===== config.mk =====
export PLATFORM = sky130hd
export DESIGN_NAME = uart_rx_byte_flat
export DESIGN_NICKNAME = d
export VERILOG_FILES = /design/src/rtl/uart_rx_byte_pkg.sv /design/src/rtl/uart_rx_byte_if.sv /design/src/rtl/uart_rx_byte_rx_sync_filter.sv /design/src/rtl/uart_rx_byte.sv /design/src/flat_wrapper.sv
export SDC_FILE = /design/constraint.sdc
export NUM_CORES = 1
export LEC_CHECK = 0
export CAP_MARGIN = 20
export CELL_PAD_IN_SITES_DETAIL_PLACEMENT = 1
export CELL_PAD_IN_SITES_GLOBAL_PLACEMENT = 1
export CORE_MARGIN = 3
export CORE_UTILIZATION = 30
export CTS_BUF_LIST = sky130_fd_sc_hd__clkbuf_16
export DETAILED_ROUTE_END_ITERATION = 16
export HOLD_SLACK_MARGIN = 0.15
export MAX_ROUTING_LAYER = met4
export PLACE_DENSITY = 0.52
export SYNTH_ARGS = -nofsm -noshare
export SYNTH_HDL_FRONTEND = slang
export SYNTH_SLANG_ARGS = --single-unit

===== constraint.sdc =====
create_clock -name clk -period 1.9 [get_ports clk]
set_clock_uncertainty 0.2 [all_clocks]
set_input_delay 0.19 -clock clk [delete_from_list [all_inputs] [get_ports clk]]
set_output_delay 0.19 -clock clk [all_outputs]
set_load 0.1 [all_outputs]

===== src/rtl/uart_rx_byte_pkg.sv =====
// Shared constants, FSM state encoding and the majority-vote helper
// used across the UART receive path.
package uart_rx_byte_pkg;

  localparam int CLKS_PER_BIT_DEF = 87;
  localparam int DATA_BITS        = 8;

  typedef enum logic [2:0] {
    ST_IDLE  = 3'd0,
    ST_START = 3'd1,
    ST_DATA  = 3'd2,
    ST_STOP  = 3'd3,
    ST_BREAK = 3'd4
  } rx_state_e;

  function automatic logic majority3(input logic [2:0] v);
    return (v[0] & v[1]) | (v[0] & v[2]) | (v[1] & v[2]);
  endfunction

endpackage


===== src/rtl/uart_rx_byte_if.sv =====
// Valid/ready byte stream from the UART receiver to the byte buffer.
interface uart_rx_byte_if;
  import uart_rx_byte_pkg::*;

  logic [DATA_BITS-1:0] m_data;
  logic                 m_valid;
  logic                 m_ready;

  modport master (output m_data, output m_valid, input  m_ready);
  modport slave  (input  m_data, input  m_valid, output m_ready);

endinterface


===== src/rtl/uart_rx_byte_rx_sync_filter.sv =====
// Two-flop synchronizer followed by a 3-tap majority filter on the raw rx pin.
// Everything resets to 1 so a reset never looks like a start edge.
module uart_rx_byte_rx_sync_filter
  import uart_rx_byte_pkg::*;
(
  input  logic clk,
  input  logic rst_n,
  input  logic rx_i,
  output logic rx_f_o
);

  logic [1:0] sync_q;
  logic [2:0] taps_q;

  always_ff @(posedge clk or negedge rst_n) begin
    if (!rst_n) begin
      sync_q <= 2'b11;
      taps_q <= 3'b111;
    end else begin
      sync_q <= {sync_q[0], rx_i};
      taps_q <= {taps_q[1:0], sync_q[1]};
    end
  end

  assign rx_f_o = majority3(taps_q);

endmodule


===== src/rtl/uart_rx_byte.sv =====
// 8N1 UART receiver: start/data/stop FSM, one-byte holding register on a
// valid/ready stream, plus frame-error and overrun debug pulses.
module uart_rx_byte
  import uart_rx_byte_pkg::*;
#(
  parameter int CLKS_PER_BIT = CLKS_PER_BIT_DEF
) (
  input  logic            clk,
  input  logic            rst_n,
  input  logic            rx_i,
  uart_rx_byte_if.master  m_if,
  output logic            frame_err_o,
  output logic            overrun_o,
  output logic            busy_o
);

  localparam int CW = $clog2(CLKS_PER_BIT);
  localparam int IW = $clog2(DATA_BITS);
  localparam logic [CW-1:0] CNT_LAST = CW'(CLKS_PER_BIT - 1);
  localparam logic [CW-1:0] CNT_HALF = CW'(CLKS_PER_BIT / 2 - 1);
  localparam logic [IW-1:0] IDX_LAST = IW'(DATA_BITS - 1);

  logic                 rx_f;
  rx_state_e            state_q,     state_d;
  logic [CW-1:0]        bit_cnt_q,   bit_cnt_d;
  logic [IW-1:0]        idx_q,       idx_d;
  logic [DATA_BITS-1:0] shreg_q,     shreg_d;
  logic                 deliver_q,   deliver_d;
  logic                 frame_err_q, frame_err_d;
  logic                 overrun_q,   overrun_d;
  logic [DATA_BITS-1:0] m_data_q,    m_data_d;
  logic                 m_valid_q,   m_valid_d;
  logic [CW-1:0]        cnt_next;

  uart_rx_byte_rx_sync_filter u_filter (
    .clk    (clk),
    .rst_n  (rst_n),
    .rx_i   (rx_i),
    .rx_f_o (rx_f)
  );

  always_ff @(posedge clk or negedge rst_n) begin
    if (!rst_n) begin
      state_q     <= ST_IDLE;
      bit_cnt_q   <= '0;
      idx_q       <= '0;
      shreg_q     <= '0;
      deliver_q   <= 1'b0;
      frame_err_q <= 1'b0;
      overrun_q   <= 1'b0;
      m_data_q    <= '0;
      m_valid_q   <= 1'b0;
    end else begin
      state_q     <= state_d;
      bit_cnt_q   <= bit_cnt_d;
      idx_q       <= idx_d;
      shreg_q     <= shreg_d;
      deliver_q   <= deliver_d;
      frame_err_q <= frame_err_d;
      overrun_q   <= overrun_d;
      m_data_q    <= m_data_d;
      m_valid_q   <= m_valid_d;
    end
  end

  assign cnt_next = (bit_cnt_q == CNT_LAST) ? '0 : bit_cnt_q + CW'(1);

  always_comb begin
    state_d     = state_q;
    bit_cnt_d   = bit_cnt_q;
    idx_d       = idx_q;
    shreg_d     = shreg_q;
    deliver_d   = 1'b0;
    frame_err_d = 1'b0;
    overrun_d   = 1'b0;
    m_data_d    = m_data_q;
    m_valid_d   = m_valid_q;

    case (state_q)
      ST_IDLE: begin
        bit_cnt_d = '0;
        if (!rx_f) state_d = ST_START;
      end
      ST_START: begin
        bit_cnt_d = cnt_next;
        // Half-bit check rejects glitches and aligns later samples to bit centres.
        if (bit_cnt_q == CNT_HALF) begin
          bit_cnt_d = '0;
          idx_d     = '0;
          state_d   = rx_f ? ST_IDLE : ST_DATA;
        end
      end
      ST_DATA: begin
        bit_cnt_d = cnt_next;
        if (bit_cnt_q == CNT_LAST) begin
          shreg_d[idx_q] = rx_f;
          idx_d          = idx_q + IW'(1);
          if (idx_q == IDX_LAST) state_d = ST_STOP;
        end
      end
      ST_STOP: begin
        bit_cnt_d = cnt_next;
        if (bit_cnt_q == CNT_LAST) begin
          if (rx_f) begin
            deliver_d = 1'b1;
            state_d   = ST_IDLE;
          end else begin
            frame_err_d = 1'b1;
            state_d     = ST_BREAK;
          end
        end
      end
      ST_BREAK: begin
        bit_cnt_d = '0;
        if (rx_f) state_d = ST_IDLE;
      end
      default: state_d = ST_IDLE;
    endcase

    if (m_valid_q && m_if.m_ready) m_valid_d = 1'b0;
    // A load in the same cycle as an accept wins and keeps the stream valid.
    if (deliver_q) begin
      if (!m_valid_q || m_if.m_ready) begin
        m_data_d  = shreg_q;
        m_valid_d = 1'b1;
      end else begin
        overrun_d = 1'b1;
      end
    end
  end

  assign m_if.m_data  = m_data_q;
  assign m_if.m_valid = m_valid_q;
  assign frame_err_o  = frame_err_q;
  assign overrun_o    = overrun_q;
  assign busy_o       = (state_q != ST_IDLE);

endmodule


===== src/flat_wrapper.sv =====
// flat-port wrapper written by rule: the top's interface ports become plain ports
module uart_rx_byte_flat import uart_rx_byte_pkg::*;
#(
  parameter int CLKS_PER_BIT = CLKS_PER_BIT_DEF
)
  (clk, rst_n, rx_i, frame_err_o, overrun_o, busy_o, m_if_m_data, m_if_m_valid, m_if_m_ready);
  uart_rx_byte_if m_if_i ();
  input  logic clk;
  input  logic rst_n;
  input  logic rx_i;
  output logic frame_err_o;
  output logic overrun_o;
  output logic busy_o;
  output wire logic [$bits(m_if_i.m_data)-1:0] m_if_m_data;
  output wire logic [$bits(m_if_i.m_valid)-1:0] m_if_m_valid;
  input wire logic [$bits(m_if_i.m_ready)-1:0] m_if_m_ready;
  assign m_if_m_data = m_if_i.m_data;
  assign m_if_m_valid = m_if_i.m_valid;
  assign m_if_i.m_ready = m_if_m_ready;
  uart_rx_byte #(.CLKS_PER_BIT(CLKS_PER_BIT)) u_core (.clk(clk), .rst_n(rst_n), .rx_i(rx_i), .m_if(m_if_i), .frame_err_o(frame_err_o), .overrun_o(overrun_o), .busy_o(busy_o));
endmodule

==> impl_metrics.toml <==
[timing]
tns_ps = 0
slew_viol_final = 0
clock.fmax_mhz = 552
hold_viol_final = 0
finalSetupViolCount = 0
tightest_slew_ps = 685
rsz0062_at_grt = "true"
finalCriticalPeriod_ps = 1810
relSlewSlack_pct = 54.3
fin_crit_sh_pct = 95.3

[synth]
avgSynthCellArea_sq_um = 12.3
synth_area_leaders = "dfrtp_1, mux2_2, dfstp_2, ha_1, nand2_1"
synth.largest_area_cell = "dfrtp_1"
synthFlopType = "dfrtp_1"
yosysWarnings = 0
async_flop_share_pct = 100
syn-cell-area_sq_um = 1740
syn_nets = 149
yosysUniqueCellTypes = 39
synth_top_cell_area_share_pct = 47.5
synth-edff-count = 0
synthCells = 141
ys_ff_latch = 38
ys_seq_area_share_pct = 55.1

[cells_and_area]
final_cell_mix = "dfrtp_1, buf_4, nand2_1, mux2_2, nor2_1"
n_antenna_cell = 0
layout_commonest_cell = "dfrtp_1"
layout-drive-gt1-share_pct = 36.4
layout.nets = 180
fillCellCount = 590
area_growth_pct = 35.1
finalCoreUtilization_pct = 42.4

[worst_setup_path]
critPathLaunchType = "register"
path_cells = "buf_4 > or3_4 > buf_12"
cp_slowest_cell = "or3_4"
max_stage_delay_ps = 400
critPathCaptureType = "output port"
arrival_ps = 1420
worstSetupPathType = "reg2out"
timing.rr.start = "u_core.bit_cnt_q[2]"
crit_path_start = "u_core.state_q[1]"
rr_worst_depth = 4
required_ps = 1510
crit_path_max_fanout = 12

[placed_design]
hpwlAfterDp_um = 2650
port_buffers = 15
routabilityCongestion = 0.761

[drt]
drt_pass1_iterations = 4
avgViaCountPerCell = 4.84
final_antenna_net_count = 0
wire_per_inst_um = 14.8
drc = 0
routed_wl_um = 3620
vias = 1185
drt-initial-drc-count = 42

[clock_tree]
clock_latency_ps = 280
root_buffer = "clkbuf_16"
cts_buffer_depth = 2
cts_tree = "done"
htreeDepth = 2
cts.sinks = 38
cts_buffers = 5
path_clk_slew_ps = 50

[run_status]
outcome = "finished clean"

[floorplan]
io_pins = 16
initial_core_util_pct = 31.4
dieArea_sq_um = 6740
die_h_um = 82.1
rows = 27
core_sq_um = 5540
die_w_um = 82.1

[pwr]
p_leak_nw = 1.07
pwr_density_cell_nw_per_um2 = 944
p_total_w = 0.00222
ir_drop_mv = 0.568

[global_routing]
grt_max_degree = 32
antenna_found_initial = 0
grt_pass1_vias = 1238
overflow = 0
grtUsageTotal_pct = 12.8
grt_first_pass_wirelength_um = 6240

[min_path]
holdCritPathClass = "reg2reg"
min_path_cells = 0
min_from = "u_core.u_filter.sync_q[1]"

[flow_run]
max_cap_viol_count = 0
## path summary, 6_finish.rpt
path,end,slack [ps]
min in group asynchronous,u_core.m_if.m_data[5],290
worst min-delay path,u_core.u_filter.taps_q[0],160
worst min register to register,u_core.u_filter.taps_q[0],160
max in group asynchronous,u_core.shreg_q[3],660
worst max-delay path,busy_o,90
worst max register to register,u_core.bit_cnt_q[6],100
## area by class of cell
cell class | instances | area, sq um | area share, %
Multi-Input combinational cell | 96 | 774 | 33.0
Timing Repair Buffer | 28 | 318 | 13.5
Inverter | 3 | 11.3 | 0.480
Sequential cell | 38 | 960 | 40.9
Clock inverter | 3 | 68.8 | 2.93
Tap cell | 72 | 90.1 | 3.84
Clock buffer | 5 | 125 | 5.33
## worst max-delay path: cells and delay by family, from the launching register on
kind / cells / cell delay, ps
buf+inv: 2 / 350
simple gates: 1 / 400
flops: 1 / 390
## flip-flops by register name, indices dropped and copies added, names as in the netlist
register / count
u_core.bit_cnt_q: 7
u_core.u_filter.sync_q: 2
u_core.m_if.m_valid: 1
u_core.idx_q: 3
u_core.m_if.m_data: 8
u_core.frame_err_o: 1
u_core.u_filter.taps_q: 3
u_core.overrun_o: 1
u_core.deliver_q: 1
u_core.state_q: 3
u_core.shreg_q: 8
## repair_timing
item,CTS,global route
endpoints found under the hold margin,25,0
hold buffers,2,0
gates resized for setup,2,4
setup endpoints to repair,1,15
buffers inserted,0,2
pin swaps,0,3
## Yosys cell counts (3+ instances only)
master / n
and3_1: 3
clkbuf_1: 4
dfrtp_1: 33
dfstp_2: 5
ha_1: 4
inv_1: 3
mux2_1: 4
mux2_2: 12
nand2_1: 13
nand3_1: 6
nor2_1: 11
nor3b_1: 3
or2_2: 3
xor2_1: 5
## through the flow
step                      hold WS, ps  instance area (sq um)  setup slack [ps]  cells
final                             158                   2350              88.4    245
after global placement           63.5                   2100              75.3    233
after global routing              164                   2350             -25.3    245
after CTS                         160                   2320              20.2    243
after floorplan                  -306                   1740               142    141
after detailed placement         83.4                   2100              47.0    233
## layer usage
metal / vias to the layer above / wire, um / track usage (%) / share of wire (%)
met3: 6 / 110 / 3.69 / 3.0
li1: 563 / - / - / -
met4: 0 / 55 / 4.49 / 1.5
met1: 601 / 1700 / 16.1 / 47
met5: - / 0 / - / 0
met2: 15 / 1750 / 19.5 / 48
## logic make-up (layout without fill, tap and decap cells)
logic type	Yosys count	after routing	synth area share, %
adder cells (fa/ha/maj)	5	5	3.46
XOR/XNOR	5	5	2.52
AO/OA/AOI/OAI	14	14	7.06
buffers and inverters	7	39	1.51
multiplexers	16	16	10.4
flip-flops	38	38	55.1
AND/OR/NAND/NOR	56	56	20.0
## report_power, final
group	internal (W)	switching (W)	total, W
Combinational	0.000110	0.000148	0.000257
Clock	0.000754	0.000320	0.00107
Sequential	0.000849	0.0000359	0.000885
No activity file was read; power rests on OpenSTA's default activity.
